<file path="config.mk">
export PLATFORM = sky130hd
export DESIGN_NAME = register_slice
export DESIGN_NICKNAME = d
export VERILOG_FILES = /design/src/rtl/register_slice_pkg.sv /design/src/rtl/register_slice_ctrl.sv /design/src/rtl/register_slice.sv
export SDC_FILE = /design/constraint.sdc
export NUM_CORES = 1
export LEC_CHECK = 0
export ABC_AREA = 1
export BUFFER_PORTS_ARGS = -buffer_cell sky130_fd_sc_hd__clkbuf_2
export CORE_ASPECT_RATIO = 0.75
export CORE_UTILIZATION = 45
export CTS_CLUSTER_SIZE = 8
export DETAILED_ROUTE_END_ITERATION = 16
export GPL_ROUTABILITY_DRIVEN = 1
export GPL_TIMING_DRIVEN = 0
export PLACE_DENSITY = 0.71
export SYNTH_ARGS = -nofsm -noshare
export SYNTH_HDL_FRONTEND = slang
export SYNTH_SLANG_ARGS = --single-unit
</file>
<file path="constraint.sdc">
create_clock -name CLK -period 2.1 [get_ports CLK]
set_input_delay 0.105 -clock CLK [delete_from_list [all_inputs] [get_ports CLK]]
set_output_delay 0.105 -clock CLK [all_outputs]
set_load 0.03 [all_outputs]
</file>
<file path="src/rtl/register_slice_pkg.sv">
// Shared types and constants for the valid/ready register slice.
package register_slice_pkg;

    // Encoding equals the number of held entries, so occupancy decodes trivially.
    typedef enum logic [1:0] {
        EMPTY = 2'd0,
        BUSY  = 2'd1,
        FULL  = 2'd2
    } state_t;

    localparam logic [1:0] OCC_EMPTY = 2'd0;
    localparam logic [1:0] OCC_ONE   = 2'd1;
    localparam logic [1:0] OCC_TWO   = 2'd2;

endpackage : register_slice_pkg

</file>
<file path="src/rtl/register_slice_ctrl.sv">
// Control FSM of the register slice: tracks occupancy, registers the
// upstream ready and produces load enables for the main/skid data registers.
module register_slice_ctrl
    import register_slice_pkg::*;
(
    input  logic       clk,
    input  logic       rst,
    input  logic       s_valid,
    input  logic       m_ready,
    input  logic       flush,
    output logic       s_ready,
    output logic       m_valid,
    output logic [1:0] occupancy,
    output logic       load_main,
    output logic       sel_skid,
    output logic       load_skid
);

    state_t state_q, state_d;
    logic   ready_q, ready_d;
    logic   s_hs, m_hs;

    // Ready is a flop so the backpressure path is cut; FLUSH only gates it.
    assign s_ready = ready_q & ~flush;
    assign m_valid = (state_q != EMPTY);
    assign s_hs    = s_valid & s_ready;
    assign m_hs    = m_valid & m_ready;

    // Next-state and load-enable decode.
    always_comb begin
        // NOTE: every output of this block gets a default first, so no path leaves one unassigned and no latch is inferred.
        state_d   = state_q;
        load_main = 1'b0;
        sel_skid  = 1'b0;
        load_skid = 1'b0;
        if (flush) begin
            // A concurrent m_hs still completes; everything else is discarded.
            state_d = EMPTY;
        end else begin
            unique case (state_q)
                EMPTY: begin
                    if (s_hs) begin
                        state_d   = BUSY;
                        load_main = 1'b1;
                    end
                end
                BUSY: begin
                    if (s_hs && !m_hs) begin
                        state_d   = FULL;
                        load_skid = 1'b1;
                    end else if (!s_hs && m_hs) begin
                        state_d = EMPTY;
                    end else if (s_hs && m_hs) begin
                        load_main = 1'b1;
                    end
                end
                FULL: begin
                    if (m_hs) begin
                        state_d   = BUSY;
                        load_main = 1'b1;
                        sel_skid  = 1'b1;
                    end
                end
                default: state_d = EMPTY;
            endcase
        end
        ready_d = (state_d != FULL);
    end

    // State and registered-ready flops.
    always_ff @(posedge clk or posedge rst) begin
        // NOTE: sequential state uses non-blocking assignments so every flop samples pre-edge values.
        if (rst) begin
            state_q <= EMPTY;
            ready_q <= 1'b0;
        end else begin
            state_q <= state_d;
            ready_q <= ready_d;
        end
    end

    // Occupancy readout decoded from the state flop only.
    always_comb begin
        occupancy = OCC_EMPTY;
        unique case (state_q)
            BUSY:    occupancy = OCC_ONE;
            FULL:    occupancy = OCC_TWO;
            default: occupancy = OCC_EMPTY;
        endcase
    end

endmodule : register_slice_ctrl

</file>
<file path="src/rtl/register_slice.sv">
// Full-throughput register slice: main + skid data registers, flush support
// and a saturating count of entries discarded by flush.
module register_slice
    import register_slice_pkg::*;
#(
    parameter int DATA_WIDTH     = 16,
    parameter int DROP_CNT_WIDTH = 8
) (
    input  logic                      CLK,
    input  logic                      RST,
    input  logic                      S_VALID,
    output logic                      S_READY,
    input  logic [DATA_WIDTH-1:0]     S_DATA,
    output logic                      M_VALID,
    input  logic                      M_READY,
    output logic [DATA_WIDTH-1:0]     M_DATA,
    input  logic                      FLUSH,
    output logic [1:0]                OCCUPANCY,
    output logic [DROP_CNT_WIDTH-1:0] DROP_COUNT
);

    localparam logic [DROP_CNT_WIDTH-1:0] DROP_MAX = {DROP_CNT_WIDTH{1'b1}};

    logic                      load_main, sel_skid, load_skid;
    logic                      m_hs;
    logic [1:0]                dropped;
    logic [DROP_CNT_WIDTH:0]   drop_sum;
    logic [DATA_WIDTH-1:0]     main_q, main_d;
    logic [DATA_WIDTH-1:0]     skid_q, skid_d;
    logic [DROP_CNT_WIDTH-1:0] drop_q, drop_d;

    register_slice_ctrl u_ctrl (
        .clk       (CLK),
        .rst       (RST),
        .s_valid   (S_VALID),
        .m_ready   (M_READY),
        .flush     (FLUSH),
        .s_ready   (S_READY),
        .m_valid   (M_VALID),
        .occupancy (OCCUPANCY),
        .load_main (load_main),
        .sel_skid  (sel_skid),
        .load_skid (load_skid)
    );

    assign m_hs       = M_VALID & M_READY;
    assign M_DATA     = main_q;
    assign DROP_COUNT = drop_q;

    // Data register next values: main refills from skid when draining FULL.
    always_comb begin
        main_d = main_q;
        skid_d = skid_q;
        if (load_main) main_d = sel_skid ? skid_q : S_DATA;
        if (load_skid) skid_d = S_DATA;
    end

    // Saturating drop counter: entries held minus the one delivered this cycle.
    always_comb begin
        dropped  = OCCUPANCY - {1'b0, m_hs};
        drop_sum = {1'b0, drop_q} + (DROP_CNT_WIDTH+1)'(dropped);
        drop_d   = drop_q;
        if (FLUSH) drop_d = drop_sum[DROP_CNT_WIDTH] ? DROP_MAX : drop_sum[DROP_CNT_WIDTH-1:0];
    end

    // Data and counter flops.
    always_ff @(posedge CLK or posedge RST) begin
        // NOTE: the data registers are reset too, so M_DATA reads a defined zero out of reset.
        if (RST) begin
            main_q <= '0;
            skid_q <= '0;
            drop_q <= '0;
        end else begin
            main_q <= main_d;
            skid_q <= skid_d;
            drop_q <= drop_d;
        end
    end

endmodule : register_slice
</file>
== Word level (Yosys, flattened, before mapping) ==
Index checks and enable logic that the tools add are counted.
Storage, ports and cells
  output and inout port bits: 28
  word-level logic and storage cells: 42
  input port bits: 21
  register bits after elaboration: 43
Operators by class
  bitwise logic cells: 4
  mux-type cells: 21
  reduce and logical (&&, ||, !) cells: 7
  add/sub/neg operators: 2
  equality and inequality tests: 3
Operators by type and width (count)
  $mux W16: 1
  $mux W1: 11
  $mux W2: 5
  $add A8 B2 Y9: 1
  $mux W8: 1
  $pmux W2 S3: 1
  $pmux W2 S2: 1
  $and A1 B1 Y1: 3
  $logic_and A1 B1 Y1: 3
  $pmux W1 S3: 1
  $eq A2 B1 Y1 const B: 1
  $eq A2 B2 Y1 const B: 1
  $logic_not A1 Y1: 2
  $logic_not A2 Y1: 1
  $ne A2 B2 Y1 const B: 1
  $reduce_bool A2 Y1: 1
  $sub A2 B1 Y2: 1
  $not A1 Y1: 1

== Logic depth before layout (Yosys ltp) ==
Gate-level depths: netlist of the first run.
  word-level depth: 10
  mapped depth: 11
  mapped depth without buffers: 11

== Hierarchy ==
Synthesis of the first run repeated with hierarchy kept, for this count alone.
Second synthesis, totals
  cells, all modules: 247
  area total of the unflattened synthesis: 2129.5 um2
Modules (own cells, without submodules)
  register_slice: instances 1, sequential area each 1001.0 um2, area each 1909.3 um2, cells each 217
  register_slice_ctrl: instances 1, sequential area each 75.1 um2, area each 220.2 um2, cells each 30

== Worst setup path after synthesis of the first run ==
OpenSTA, ideal clock, no wires.
  path type: register to register
  start: reg u_ctrl.state_q[1]
  end: reg drop_q[0] (netlist: DROP_COUNT[0])
  period minus slack after synthesis: 1.800 ns
  arrival: 1.667 ns
  setup time: 0.133 ns
  stages on the path, launching flop included: 10
  data required time: 1.967 ns
  path slack: 0.300 ns
  buffers on the path: 0
  cells stage by stage: dfrtp_1 -> inv_2 -> nor2_1 -> a21oi_1 -> ha_1 -> fa_1 -> nand3_1 -> nor2_1 -> nand3_1 -> o21ai_0
On the way
  cells in the longest elaborated chain, start to end: 5
  elaborated cells on any way between the ends: 8
  those cells by class: add/sub: 2; eq/ne: 2; mux: 2; bitwise: 1; reduce/logical: 1
Ends and longest elaborated chain
  start, declared: RTL line register_slice_ctrl.sv:19  | state_t state_q, state_d;
  start signal, assigned: RTL line register_slice_ctrl.sv:77  | state_q <= state_d;
  $eq A2 B2 Y1 (tied with other cells): RTL line register_slice_ctrl.sv:85  | unique case (state_q)
  $pmux W2 S2 or $and A1 B1 Y1 (tied branches): RTL line register_slice_ctrl.sv:85, register_slice.sv:46
  $sub A2 B1 Y2 (*): RTL line register_slice.sv:60  | dropped = OCCUPANCY - {1'b0, m_hs};
  $add A8 B2 Y9 (*): RTL line register_slice.sv:61  | drop_sum = {1'b0, drop_q} + (DROP_CNT_WIDTH+1)'(dropped);
  $mux W8 (*): RTL line register_slice.sv:63  | if (FLUSH) drop_d = drop_sum[DROP_CNT_WIDTH] ? DROP_MAX : drop_sum[DROP_CNT_WIDTH-1:0];
  end signal, assigned: RTL line register_slice.sv:76  | drop_q <= drop_d;
  end, declared: RTL line register_slice.sv:30  | logic [DROP_CNT_WIDTH-1:0] drop_q, drop_d;
Every way passes the cells marked *; elsewhere a longest branch is shown, timed or not.
A chain may end at the register's enable or synchronous reset.

== Worst setup path after layout of the first run ==
Ends and elaborated chain as after synthesis.

==> results.sh, run 1 <==
export IMPL_status="completed"
export IMPL_final_common_cell="nand2_1"
export IMPL_clk_latency_ps=310
export IMPL_cts_sinks=43
export IMPL_coreArea_mm2=0.004572
export IMPL_synth_cells=280
export IMPL_io_pins=49
export IMPL_r2r_start="u_ctrl.state_q[1]"
export IMPL_pwr_share_seq_pct=49.7
export IMPL_slew_headroom_pct=73.35
export IMPL_routed_wl_um=4831
export IMPL_start_kind="register"
export IMPL_p_leak_nw=1.525
export IMPL_fin_nets=362
export IMPL_syn_area_mm2=0.002197
export IMPL_cp_startpoint="u_ctrl.state_q[1]"
export IMPL_maxCapViolCount=0
export IMPL_fp_row_count=21
export IMPL_synth_nets=304
export IMPL_reg2reg_to="DROP_COUNT[0]"
export IMPL_ys_seq_elements=43
export IMPL_hp_class="primary input to register"
export IMPL_critPathMaxFanout=6
export IMPL_skew_ps=9.883
export IMPL_grt_pass1_wl_um=8349
export IMPL_cts_root_buf="clkbuf_8"
export IMPL_hold_end="skid_q[10]"
export IMPL_cts_tree="done"
export IMPL_fmax_mhz=514.3
export IMPL_p_comb_share_pct=25.4
export IMPL_area_delta_synth_final_pct=20.73
export IMPL_drc=0
export IMPL_rsz0062_at_grt="false"
export IMPL_yosysWarnings=0
export IMPL_r2r_slack_ps=160
export IMPL_power_switching_share_pct=36.31
export IMPL_io_buffers=48
export IMPL_setup_tns_ps=0
export IMPL_cts_setup_buffers=0
export IMPL_die_w_um=82.69
export IMPL_firstDrtPassIters=4
export IMPL_die_area_mm2=0.005169
export IMPL_crit_required_ps=2330
export IMPL_switchingPower_uw=798.2
export IMPL_clkTransAtPathRegs_ps=90
export IMPL_worstSetupPathType="register to register"
export IMPL_hpwl_um=3539
export IMPL_dp_slack_ps=60.69
export IMPL_cts_made_buffers=5
export IMPL_peakVddDrop_v=0.0004971
export IMPL_holdPathStages=3
export IMPL_grt_use_total_pct=21.52
export IMPL_syn_area_per_cell_um2=7.847
export IMPL_htree_levels=2
export IMPL_min_from="S_DATA[10]"
export IMPL_grt_pass1_vias=1801
export IMPL_hold_viol=0
export IMPL_synth_top_area_share_pct=48.97
export IMPL_fin_ws_ps=155.8
export IMPL_routedWlPerCell_um=12.20
export IMPL_period_minus_slack_ps=1944
export IMPL_ff2ff_path_depth=9
export IMPL_antenna_found_initial=0
export IMPL_finalCritPeriodShare_pct=92.58
export IMPL_yosysUniqueCellTypes=22
export IMPL_clockBufferDepth=2
export IMPL_vias=1975
export IMPL_slew_viol_final=0
export IMPL_initial_utilization_pct=48.06
export IMPL_diodes=0
export IMPL_gp_congestion=0.7968
export IMPL_grt_max_degree=27
export IMPL_overflow=0
export IMPL_intPower_mw=1.400
export IMPL_cp_arrival_ps=2170
export IMPL_final_cell_mix="nand2_1 (133), clkbuf_2 (48), dfrtp_1 (42)"
export IMPL_die_h_um=62.52
export IMPL_synth_largest_area_cell="dfrtp_1"
export IMPL_drive_gt1_share_pct=24.19
export IMPL_antenna_left=0
export IMPL_power_density_mw_per_mm2=828.7
export IMPL_worst_pin_slew_ps=399.2
export IMPL_power_share_clock_pct=24.9
export IMPL_netlist_top_cells_area="dfrtp_1 (49%), nand2_1 (23%), nand3_1 (8.9%), inv_1 (2.6%), nor2_1 (2.4%)"
export IMPL_endpoint_kind="register"
export IMPL_ys_seq_area_share_pct=48.97
export IMPL_setup_viol=0
export IMPL_routed_via_density=4.987
export IMPL_drt_iter0_markers=124
## final cells by class
type	instances	area, um2
Inverter	17	66.31
Tap cell	57	71.32
Sequential cell	43	1077
Clock inverter	3	23.77
Multi-Input combinational cell	210	984.7
Timing Repair Buffer	51	280.3
Fill cell	431	1919
Clock buffer	5	68.82
Buffer	10	80.08
## state kept, by name, indices dropped and copies added (netlist names)
signal / count
DROP_COUNT: 8
M_DATA: 16
skid_q: 16
u_ctrl.ready_q: 1
u_ctrl.state_q: 2
## worst max path at each step
stage | to
finish | DROP_COUNT[0]
detailed placement | DROP_COUNT[0]
CTS | DROP_COUNT[0]
floorplan | DROP_COUNT[0]
global route | DROP_COUNT[0]
global placement | DROP_COUNT[4]
## metrics by stage
stage          hold WS (ps)  std cells  power (mW)  util (%)  cell area (um2)
2_1_floorplan         214.6        280       1.485         -             2197
3_3_place_gp          318.0        385       1.646     54.87             2509
3_5_place_dp          104.8        386       1.668     55.31             2529
4_1_cts               5.838        396       2.213     57.77             2641
5_1_grt               2.474        396       2.356     58.02             2653
6_report              11.49        396       2.198     58.02             2653
## kinds of logic (layout without fill, tap and decap cells)
logic type      Yosys count  count (layout)  synth area share, %
simple gates            196             196                39.81
compound gates           11              11                2.620
flops                    43              43                48.97
buf+inv                  27              86                6.549
fa+ha+maj                 3               3                2.050
## metal layers
layer / routed length [um] / track usage (%) / share of wire (%) / vias to the layer above
met2: 2072 / 30.33 / 43 / 62
met4: 40 / 6.250 / 0.83 / 0
met5: 0 / 0 / 0 / -
li1: - / - / - / 1002
met1: 2418 / 31.79 / 50 / 907
met3: 300 / 6.277 / 6.2 / 4
## timing repair
action / 4_1_cts / 5_1_grt
endpoints found under the setup margin: 0 / 8
hold buffers: 2 / 0
resized for setup: 0 / 4
endpoints found under the hold margin: 18 / 0
## synthesized netlist by cell type
cell type,instances
inv_2,2
nand4_1,1
nand4_4,1
nor2_1,14
dfrtp_1,43
buf_6,4
nand4_2,1
fa_1,1
ha_1,2
nor2_8,1
nor3_4,1
nand3_1,39
o21ai_0,6
buf_4,2
o21bai_1,1
nor2_2,1
a21oi_1,4
nor2_4,1
nand2_1,133
nand2_4,3
buf_2,4
inv_1,15
## power groups by stage
stage | logic, mW | clock network [mW] | registers, mW
2_1_floorplan | 0.226 | 0 | 1.26
3_5_place_dp | 0.560 | 0 | 1.11
6_report | 0.559 | 0.547 | 1.09
4_1_cts | 0.564 | 0.557 | 1.09
5_1_grt | 0.627 | 0.611 | 1.12
3_3_place_gp | 0.545 | 0 | 1.10
## worst max-delay path, cell delays in order, from the launching register on
cell,delay [ps]
dfrtp_1,480
inv_4,160
nor2_1,50
a21oi_1,150
ha_1,210
fa_1,220
nand3_1,90
nor2_1,210
nand3_2,180
o21ai_0,120
Note: power is estimated with default switching activity, not from simulation.
==> run 2: changes to the inputs <==
- REMOVE_ABC_BUFFERS: default -> 1
==> run 2 against run 1 <==
  * Maximum frequency increased by 1.9%
  * Core utilization shrank 2.0 points
  * Critical path depth unchanged
  * Global-route usage shrank 0.12 points
  * Flip-flop and latch count did not move
  * Critical endpoint unchanged
  * Highest routed layer unchanged
==> results.sh, run 2 (synthesis gave the netlist of run 1 again) <==
export IMPL_hold_end="skid_q[5]"
export IMPL_area_delta_synth_final_pct=16.57
export IMPL_grt_use_met2_pct=32.38
export IMPL_worstSetupPathType="register to register"
export IMPL_clk_latency_ps=300
export IMPL_setup_viol=0
export IMPL_clockBufferDepth=2
export IMPL_hold_viol=0
export IMPL_crit_required_ps=2310
export IMPL_gp_congestion=0.7752
export IMPL_initial_utilization_pct=48.06
export IMPL_io_buffers=48
export IMPL_power_switching_share_pct=35.84
export IMPL_crit_chain="inv_4 > nor2_1 > a21oi_1 > ha_2 > fa_2 > nand3_1 > nor2_2 > nand3_2 > o21ai_0"
export IMPL_p_comb_share_pct=25.5
export IMPL_intPower_mw=1.388
export IMPL_die_w_um=82.69
export IMPL_reg2reg_to="DROP_COUNT[0]"
export IMPL_status="completed"
export IMPL_ff2ff_path_depth=9
export IMPL_cpMaxStageDelayCell="dfrtp_2"
export IMPL_worst_pin_slew_ps=686.5
export IMPL_fin_total_pwr_mw=2.163
export IMPL_finalCritPeriodShare_pct=90.82
export IMPL_io_pins=49
export IMPL_final_cell_mix="nand2_1 (133), clkbuf_2 (48), dfrtp_1 (41)"
export IMPL_cp_arrival_ps=2120
export IMPL_power_density_mw_per_mm2=844.7
export IMPL_cts_tree="done"
export IMPL_fmax_mhz=524.3
export IMPL_antenna_found_initial=0
export IMPL_cts_sinks=43
export IMPL_routed_wl_um=4903
export IMPL_htree_levels=2
export IMPL_grtUsageMet1_pct=29.64
export IMPL_drt_iter0_markers=116
export IMPL_die_area_mm2=0.005169
export IMPL_routed_via_density=4.956
export IMPL_antenna_left=0
export IMPL_vias=1908
export IMPL_overflow=0
export IMPL_grt_pass1_wl_um=8224
export IMPL_fill_cells=462
export IMPL_power_share_clock_pct=23.9
export IMPL_coreArea_mm2=0.004572
export IMPL_fin_nets=351
export IMPL_busiest_layer="met2"
export IMPL_cpPeakStageDelay_ps=470
export IMPL_slew_viol_final=0
export IMPL_clkTransAtPathRegs_ps=80
export IMPL_endpoint_kind="register"
export IMPL_switchingPower_uw=775.3
export IMPL_hpwl_um=3220
export IMPL_critPathMaxFanout=6
export IMPL_min_from="S_DATA[5]"
export IMPL_firstDrtPassIters=4
export IMPL_grt_use_total_pct=21.40
export IMPL_grt_pass1_vias=1718
export IMPL_diodes=0
export IMPL_cp_num_buf_inv=1
export IMPL_drc=0
export IMPL_crit_family="flip-flops"
export IMPL_skew_ps=6.499
export IMPL_cts_setup_buffers=0
export IMPL_final_common_cell="nand2_1"
export IMPL_routedWlPerCell_um=12.74
export IMPL_period_minus_slack_ps=1907
export IMPL_start_kind="register"
export IMPL_p_leak_nw=1.470
export IMPL_r2r_slack_ps=190
export IMPL_holdPathStages=3
export IMPL_met3_usage_pct=5.547
export IMPL_rsz0062_at_grt="false"
export IMPL_die_h_um=62.52
export IMPL_hp_class="primary input to register"
export IMPL_slew_headroom_pct=54.09
export IMPL_fp_row_count=21
export IMPL_cts_root_buf="clkbuf_8"
export IMPL_peakVddDrop_v=0.0004815
export IMPL_grt_max_degree=39
export IMPL_r2r_start="u_ctrl.state_q[1]"
export IMPL_maxCapViolCount=0
export IMPL_drive_gt1_share_pct=22.56
export IMPL_pwr_share_seq_pct=50.6
export IMPL_cts_made_buffers=5
export IMPL_setup_tns_ps=0
run 2: changes by cell type in the layout (fill, tap and decap cells not counted):
| cell | change |
|---|---|
| buf_2 | -4 |
| buf_6 | -4 |
| buf_4 | -2 |
| clkbuf_1 | +1 |
| clkinv_2 | +1 |
| clkinvlp_4 | -1 |
| dfrtp_1 | -1 |
| dfrtp_2 | +1 |
| dlygate4sd3_1 | -1 |
| fa_1 | -1 |
| fa_2 | +1 |
| ha_1 | -1 |
| ha_2 | +1 |
| inv_6 | -1 |
run 2: how the worst max path moves through the flow:
stage                            startpoint             to  cells past startpoint
after global routing      u_ctrl.state_q[1]  DROP_COUNT[0]                      9
after CTS                 u_ctrl.state_q[1]  DROP_COUNT[0]                      8
after detailed placement  u_ctrl.state_q[1]  DROP_COUNT[0]                      9
after floorplan           u_ctrl.state_q[1]  DROP_COUNT[0]                      9
after global placement    u_ctrl.state_q[1]  DROP_COUNT[0]                      9
final                     u_ctrl.state_q[1]  DROP_COUNT[0]                      9
run 2: repair_timing:
action	CTS	global route
resized for setup	1	6
setup endpoints to repair	2	8
endpoints found under the hold margin	43	0
hold buffers	1	0
run 2: area by class of cell:
class	instances	area, um2	area share, %
tap	57	71.32	2.785
inverter	17	66.31	2.589
clock inverter	2	12.51	0.4885
multi-input combinational	210	989.7	38.64
timing repair buffer	50	270.3	10.55
clock buffer	6	72.57	2.833
sequential	43	1079	42.11
run 2: power by group through the flow:
stage	registers (mW)	logic (mW)	clock network, mW
after global routing	1.12	0.619	0.575
after CTS	1.09	0.557	0.531
after global placement	1.10	0.537	0
after detailed placement	1.11	0.553	0
after floorplan	1.26	0.216	0
final	1.09	0.552	0.517
run 2: tightest hold or removal path, stage by stage:
cell	delay, ps
clkbuf_2	90
nand2_1	40
nand2_1	50
run 2: routing by layer:
metal  vias to the layer above  wire, um
met3                         2       308
li1                        975         -
met4                         0        35
met5                         -         0
met1                       883      2325
met2                        48      2233
run 2: through the flow:
step / utilization (%) / area (um2) / worst slack (ps) / std cells / hold WS, ps
2_1_floorplan: - / 2117 / 300.1 / 270 / 214.6
3_3_place_gp: 53.12 / 2429 / 41.88 / 375 / 320.9
3_5_place_dp: 53.56 / 2449 / -15.43 / 376 / -12.90
4_1_cts: 55.67 / 2545 / 15.91 / 385 / 4.152
5_1_grt: 56.02 / 2561 / 9.682 / 385 / 3.742
6_report: 56.02 / 2561 / 192.8 / 385 / 14.21
